$ cat config.mk
export PLATFORM = sky130hd
export DESIGN_NAME = if_branch_predictor
export DESIGN_NICKNAME = d
export VERILOG_FILES = /design/src/rtl/if_branch_predictor_pkg.sv /design/src/rtl/if_branch_predictor_sat_counter2.sv /design/src/rtl/if_branch_predictor.sv
export SDC_FILE = /design/constraint.sdc
export NUM_CORES = 1
export LEC_CHECK = 0
export BUFFER_PORTS_ARGS = -buffer_cell sky130_fd_sc_hd__clkbuf_2
export CORE_ASPECT_RATIO = 1.1
export CORE_MARGIN = 2
export CORE_UTILIZATION = 25
export CTS_CLUSTER_DIAMETER = 30
export DETAILED_ROUTE_END_ITERATION = 12
export SLEW_MARGIN = 40
export SYNTH_ARGS = -nofsm -noshare
export SYNTH_HDL_FRONTEND = slang
export SYNTH_HIERARCHICAL = 1
export SYNTH_SLANG_ARGS = --single-unit
$ cat constraint.sdc
create_clock -name clk -period 5.37 [get_ports clk]
set_input_delay 0.537 -clock clk [delete_from_list [all_inputs] [get_ports clk]]
set_output_delay 0.537 -clock clk [all_outputs]
set_load 0.005 [all_outputs]
$ cat src/rtl/if_branch_predictor_pkg.sv
// rtl/if_branch_predictor_pkg.sv - shared instruction-type and counter encodings for the branch predictor
package if_branch_predictor_pkg;

  localparam logic [3:0] R_IR    = 4'd0;
  localparam logic [3:0] I_IR    = 4'd1;
  localparam logic [3:0] S_IR    = 4'd2;
  localparam logic [3:0] B_IR    = 4'd3;
  localparam logic [3:0] U_IR    = 4'd4;
  localparam logic [3:0] JAL_IR  = 4'd5;
  localparam logic [3:0] JALR_IR = 4'd6;

  localparam logic [1:0] CTR_SNT = 2'b00;
  localparam logic [1:0] CTR_WNT = 2'b01;
  localparam logic [1:0] CTR_WT  = 2'b10;
  localparam logic [1:0] CTR_STR = 2'b11;

  function automatic logic is_jump_type(input logic [3:0] t);
    return (t == JAL_IR) || (t == JALR_IR);
  endfunction

endpackage

$ cat src/rtl/if_branch_predictor_sat_counter2.sv
// rtl/if_branch_predictor_sat_counter2.sv - 2-bit saturating counter next-state function
module sat_counter2
  import if_branch_predictor_pkg::*;
(
  input  logic [1:0] ctr_i,
  input  logic       taken_i,
  output logic [1:0] ctr_o
);

  always_comb begin
    ctr_o = ctr_i;
    if (taken_i) begin
      if (ctr_i != CTR_STR) ctr_o = ctr_i + 2'd1;
    end else begin
      if (ctr_i != CTR_SNT) ctr_o = ctr_i - 2'd1;
    end
  end

endmodule

$ cat src/rtl/if_branch_predictor.sv
// rtl/if_branch_predictor.sv - direct-mapped BTB with 2-bit counters, combinational IF-stage lookup
module if_branch_predictor
  import if_branch_predictor_pkg::*;
#(
  parameter int INDEX_BITS = 4
) (
  input  logic        clk,
  input  logic        rst_n,
  input  logic [31:0] pc,
  output logic        jump_prediction,
  output logic [31:0] addr_prediction,
  input  logic        update_en,
  input  logic [31:0] update_pc,
  input  logic [3:0]  update_ir_type,
  input  logic        update_taken,
  input  logic [31:0] update_target
);

  localparam int ENTRIES = 1 << INDEX_BITS;
  localparam int TAG_W   = 30 - INDEX_BITS;

  logic             valid_q  [ENTRIES];
  logic [TAG_W-1:0] tag_q    [ENTRIES];
  logic [31:0]      target_q [ENTRIES];
  logic [1:0]       ctr_q    [ENTRIES];

  logic [INDEX_BITS-1:0] lk_idx;
  logic [TAG_W-1:0]      lk_tag;
  logic                  lk_hit;

  logic [INDEX_BITS-1:0] up_idx;
  logic [TAG_W-1:0]      up_tag;
  logic                  up_hit;
  logic                  up_jump;
  logic                  up_branch;
  logic                  wr_entry;
  logic                  wr_target;
  logic [1:0]            ctr_nxt;
  logic [1:0]            ctr_d;

  wire unused_low_bits = ^{pc[1:0], update_pc[1:0]};

  assign lk_idx = pc[INDEX_BITS+1:2];
  assign lk_tag = pc[31:INDEX_BITS+2];
  assign lk_hit = valid_q[lk_idx] && (tag_q[lk_idx] == lk_tag);

  assign jump_prediction = lk_hit && ctr_q[lk_idx][1];
  assign addr_prediction = jump_prediction ? target_q[lk_idx] : pc + 32'd4;

  assign up_idx = update_pc[INDEX_BITS+1:2];
  assign up_tag = update_pc[31:INDEX_BITS+2];
  assign up_hit = valid_q[up_idx] && (tag_q[up_idx] == up_tag);

  sat_counter2 u_sat_counter2 (
    .ctr_i   (ctr_q[up_idx]),
    .taken_i (update_taken),
    .ctr_o   (ctr_nxt)
  );

  // An untaken branch that misses must leave the occupant alone, so it never writes.
  always_comb begin
    up_jump   = is_jump_type(update_ir_type);
    up_branch = (update_ir_type == B_IR);
    wr_entry  = update_en && (up_jump || (up_branch && (up_hit || update_taken)));
    wr_target = wr_entry && (up_jump || update_taken);
    ctr_d     = CTR_WT;
    if (up_jump) begin
      ctr_d = CTR_STR;
    end else if (up_hit) begin
      ctr_d = ctr_nxt;
    end
  end

  always_ff @(posedge clk) begin
    if (!rst_n) begin
      for (int i = 0; i < ENTRIES; i++) begin
        valid_q[i] <= 1'b0;
        ctr_q[i]   <= CTR_WNT;
      end
    end else if (wr_entry) begin
      valid_q[up_idx] <= 1'b1;
      ctr_q[up_idx]   <= ctr_d;
    end
  end

  // Tag and target carry no reset; reset still blocks a simultaneous write.
  always_ff @(posedge clk) begin
    if (rst_n && wr_entry) begin
      tag_q[up_idx] <= up_tag;
    end
    if (rst_n && wr_target) begin
      target_q[up_idx] <= update_target;
    end
  end

endmodule

==> out/qor.txt, run 1 <==
outcome - completed
Avg Synthesized Cell Area - 19.8 um2
crit path kind - flop to output pin
wire length on met2 - 57300 um
Post-CTS Setup Inserts - 0
leak pwr - 16.9 nW
via count - 23400
Worst Hold Class - input port to flop
CP Data Required Time - 4.83 ns
antenna violations before repair - 29
CTS sink count - 976
min-delay src - update_target[1]
Post-Place Cells - 4518
area grow syn2layout - 23.8%
Slew headroom - 0.384
CTS Buffer Depth - 3
Commonest cells post-synth - edfxtp_1 (960), mux4_2 (351), mux2i_1 (109)
H-tree levels - 4
Initial Util - 0.252
Crit Path Max Fanout - 7
CTS Root Cell - clkbuf_16
hold_buf cts - 0
Final period util - 0.938
Tightest Pin Transition - 0.916 ns
sequential power share - 0.417
WL met1 - 50400 um
pwr/cell area - 382 nW/um2
Worst-Skew Late Latency - 0.78 ns
Synth top area share - 0.677
clock power share - 0.526
synthesized area - 42600 um2
ys async rst share - 0
crit path launch type - flop
FF-to-FF End - tag_q[0][15]
I/O Buffers - 134
post-route setup slack - 0.331 ns
total grt overflow - 0
DP HPWL - 77200 um
total power - 20.2 mW
Setup WS pre-CTS - 0.401 ns
most common cell in the synthesized netlist - edfxtp_1
sequential area share after synthesis - 0.684
Synth Register Bits - 976
Cells on Worst Hold Path - 1
IO Pins - 137
detailed router's first-iteration violation count - 2357
drt first pass iters - 7
largest net degree at the start of global routing - 63
clk_skew - 0.0312 ns
share of cells above drive strength 1 - 0.380
CP endpoint kind - output pin
GPL Wtd Cong - 0.829
row count - 158
Period minus WS final - 5.04 ns
Reg2Reg Depth - 11
first-pass GRT wire length - 175000 um
Die Y - 437 um
Hold Path Sink - target_q[12][1]
largest area contributor in the netlist - edfxtp_1
Max IR drop VDD - 0.318 mV
Vias per Instance - 4.85
worst reg-to-reg setup slack - 0.97 ns
Setup violations, final - 0
Die ar. - 174000 um2
max_cap viols - 0
Die X - 398 um
detailed-route wire length - 123000 um
WL/cell - 25.5 um
fin area - 52800 um2
# DRC - 0
f_max - 0.198 GHz
Area after DPL - 47100 um2
Final nets - 2554
Sw Pwr - 4.54 mW
CTS tree - yes
Global Route Usage Sum - 0.140
Final Hold Viols - 0
WL met3 - 11900 um
vias in the first global route - 24000
Ys Warns - 6
ys flop type - edfxtp_1
CTS clk-pin slew, worst paths - 0.06 ns
Comb pwr share - 0.056
number of flops mapped to enable cells by yosys - 960
Final ANT Viol Nets - 0
setup TNS - 0 ns
Unique masters post-synth - 61
Post-Synthesis Cells - 2156
Pint - 15.6 mW
Worst Path Arrival - 4.50 ns
reg2reg start - tag_q[15][15]
Pins Over Slew Limit - 0
Switching Fraction - 0.225
number of buffers created by CTS - 169
Top Layer Used - met5
Final Non-Filler Cells - 4835
CTS resizes - 0
syn_nets - 2261
unrepaired setup endpoints after global routing - false
core area - 169000 um2
leading post-synthesis cells by cell area - edfxtp_1 (68%), mux4_2 (19%), mux2i_1 (2.6%)
[worst max path at each step]
stage            startpoint  depth (start not counted)  slack [ns]                 end
5_1_grt               pc[3]                         13        0.18  addr_prediction[4]
2_1_floorplan  update_pc[3]                         13        0.46        tag_q[10][0]
3_5_place_dp   update_pc[3]                         12        0.40        tag_q[0][18]
4_1_cts        tag_q[1][25]                         10        0.37  addr_prediction[4]
3_3_place_gp          pc[3]                         13        0.39  addr_prediction[4]
6_report       tag_q[1][25]                         10        0.33  addr_prediction[4]
[through the flow]
step | hold WS [ns] | utilization
floorplan | 0.439 | -
global placement | 0.447 | 0.278
detailed placement | 0.460 | 0.278
CTS | 0.104 | 0.312
global route | 0.162 | 0.312
finish | 0.162 | 0.312
[layer usage]
| metal | up-vias | GRT usage |
|---|---|---|
| met5 | - | 0 |
| li1 | 9711 | - |
| met1 | 12400 | 0.183 |
| met4 | 28 | 0.0489 |
| met2 | 1023 | 0.217 |
| met3 | 255 | 0.0471 |
[state kept, by name, indices dropped and copies added (netlist names)]
| signal | cells |
|---|---|
| valid_q | 16 |
| ctr_q | 32 |
| tag_q | 416 |
| target_q | 512 |
[kinds of logic (layout without fill, tap and decap cells)]
logic type	Yosys count	count (layout)	share of synthesized area
flops	976	976	0.684
compound gates	156	156	0.0253
mux	510	510	0.224
fa+ha+maj	3	3	0.000822
buf+inv	158	591	0.0164
simple gates	258	258	0.0296
xor+xnor	95	95	0.0195
other cells	0	6	0
[power groups by stage]
stage          registers, mW  logic (mW)  clock network, mW
2_1_floorplan           8.56       0.666                  0
3_3_place_gp            8.56        1.13                  0
3_5_place_dp            8.56        1.14                  0
4_1_cts                 8.41        1.14               10.8
5_1_grt                 8.41        1.21               11.1
6_report                8.42        1.14               10.6
[layout by cell type (no fill, tap or decap), types with 16 or more instances in the layout]
cell type   instances
nor3_1             23
clkinvlp_4         25
buf_12             22
nor2_1             28
mux2i_1           109
edfxtp_1          960
xnor2_1            63
nand4_1            16
nor2_4             32
mux2_2             50
bufinv_16          18
clkbuf_1           17
nand2_1            69
dfxtp_1            16
a22oi_1            18
nor2b_1            18
clkbuf_16         171
a211oi_1           16
xor2_1             32
mux4_2            351
nand2b_1           22
nand3_1            23
clkinv_1           22
o21ai_1            20
clkinv_2           23
o21ai_0            18
buf_4             110
a21oi_1            17
clkbuf_2          127
[worst max-delay path, cell delays in order, from the launching register on]
cell,delay [ns]
edfxtp_1,0.39
mux4_2,0.46
mux2i_1,0.41
xnor2_1,0.14
a2111oi_0,0.39
a21oi_1,0.15
a2111oi_0,0.42
and4_2,0.54
buf_4,0.22
mux2_2,0.44
clkbuf_2,0.15
[area by class of cell]
cell class / instances / area, um2
Antenna cell: 6 / 15.0
Inverter: 11 / 41.3
Clock buffer: 188 / 4340
Timing Repair Buffer: 269 / 2030
Tap cell: 2240 / 2800
Multi-Input combinational cell: 1022 / 13000
Sequential cell: 976 / 29100
Fill cell: 16300 / 116000
Clock inverter: 123 / 1350
(Power assumes the default switching activity.)
==> run 2, diff against run 1 <==
clock period = 4.9 ns   (was 5.37 ns; I/O delays follow)
==> run 2 against run 1 <==
Final cell count barely moved. Via count grew 0.35%. Routed wire length grew 0.65%. Sequential cell count did not move. Hold slack worse by 0.031 ns. Global-route usage is 0.057 points higher. Critical path depth is 1 higher. Critical endpoint unchanged. Largest power group unchanged.
==> out/qor.txt, run 2 (synthesis gave the netlist of run 1 again) <==
Sw Pwr - 4.74 mW
Vias per Instance - 4.86
Largest register FFs - 512
core area - 169000 um2
outcome - completed
Die ar. - 174000 um2
detailed-route wire length - 124000 um
leak pwr - 17.0 nW
Setup violations, final - 0
Global Route Usage Sum - 0.141
row count - 158
clk_skew - 0.0207 ns
CTS Root Cell - clkbuf_16
CP endpoint kind - output pin
via count - 23500
Period minus WS final - 4.74 ns
CTS tree - yes
first-pass GRT wire length - 175000 um
Final period util - 0.967
Worst Hold Class - input port to flop
# DRC - 0
total power - 21.6 mW
fin area - 52900 um2
Post-CTS Setup Inserts - 0
max_cap viols - 0
CP Data Required Time - 4.41 ns
Worst Path Arrival - 4.25 ns
Pins Over Slew Limit - 0
Pint - 16.9 mW
f_max - 0.211 GHz
vias in the first global route - 23900
hold slack final - 0.130 ns
Final nets - 2570
crit path kind - flop to output pin
post-route setup slack - 0.163 ns
Biggest register - target_q
Final Hold Viols - 0
CTS Buffer Depth - 3
Setup WS pre-CTS - 0.187 ns
Tightest Pin Transition - 0.789 ns
Initial Util - 0.252
Final ANT Viol Nets - 0
registers with the most flip-flops - target_q: 512 flops, tag_q: 416 flops, ctr_q: 32 flops
Switching Fraction - 0.219
number of buffers created by CTS - 159
leading cell type in the layout, fill and taps excluded - edfxtp_1
antenna violations before repair - 29
share of cells above drive strength 1 - 0.384
Area after DPL - 47500 um2
H-tree levels - 4
largest net degree at the start of global routing - 51
Max IR drop VDD - 0.364 mV
sequential power share - 0.426
Comb pwr share - 0.059
hold_buf cts - 0
crit path launch type - flop
setup TNS - 0 ns
detailed router's first-iteration violation count - 2550
clock power share - 0.515
area grow syn2layout - 24.1%
Die X - 398 um
WL/cell - 25.6 um
total grt overflow - 0
CTS sink count - 976
unrepaired setup endpoints after global routing - false
GPL Wtd Cong - 0.811
IO Pins - 137
Crit Path Max Fanout - 7
Die Y - 437 um
Worst-Skew Late Latency - 0.76 ns
I/O Buffers - 134
drt first pass iters - 5
pwr/cell area - 409 nW/um2
most frequent cells in the layout - edfxtp_1 (960), mux4_2 (351), clkbuf_16 (165)
CTS clk-pin slew, worst paths - 0.05 ns
DP HPWL - 77600 um
Slew headroom - 0.474
## run 2: cell count changes in the layout (fill, tap and decap cells not counted), sizes merged
cell / before / now
buf: 142 / 168
clkbuf: 315 / 309
inv: 30 / 24
clkinv: 61 / 56
clkinvlp: 25 / 22
diode: 6 / 3
bufinv: 18 / 19
## run 2: final timing paths
check	startpoint	end	slack, ns	depth (start not counted)
worst max-delay path	tag_q[10][25]	addr_prediction[4]	0.16	11
worst min-delay path	update_target[9]	target_q[12][9]	0.13	1
worst max register to register	tag_q[10][15]	tag_q[10][7]	0.69	12
worst min register to register	valid_q[0]	valid_q[0]	0.47	2
## run 2: layout make-up
type	count	area, um2
clock buffer	182	4190
sequential	976	29100
tap	2240	2800
antenna	3	7.51
clock inverter	110	1160
inverter	11	41.3
fill	16200	116000
multi-input combinational	1022	13100
timing repair buffer	295	2470
## run 2: through the flow
step	std cells	utilization
finish	4839	0.313
floorplan	2156	-
global route	4836	0.313
global placement	4544	0.281
CTS	4836	0.313
detailed placement	4544	0.281
## run 2: timing repair
action | 4_1_cts | 5_1_grt
endpoints found under the hold margin | 0 | 0
setup endpoints to repair | 3 | 27
resized for setup | 1 | 5
## run 2: power groups by stage
stage	registers (mW)	logic (mW)	clock network [mW]
floorplan	9.38	0.729	0
global placement	9.38	1.27	0
detailed placement	9.38	1.28	0
CTS	9.22	1.28	11.3
global route	9.21	1.36	11.7
finish	9.22	1.28	11.1
## run 2: layer usage
| layer | track usage | wire, um |
|---|---|---|
| met1 | 0.184 | 49900 |
| met2 | 0.217 | 57300 |
| met3 | 0.0501 | 13400 |
| met4 | 0.0459 | 3120 |
| met5 | 0.00642 | 350 |
## run 2: critical path: stages, from the launching register on
cell and delay (ns):
edfxtp_1 0.37, mux4_2 0.51, mux2i_4 0.24, xnor2_1 0.12, a2111oi_0 0.43, a21oi_1 0.14, a2111oi_0 0.39, buf_4 0.21
and4_4 0.27, buf_4 0.18, mux2_2 0.46, clkbuf_2 0.16
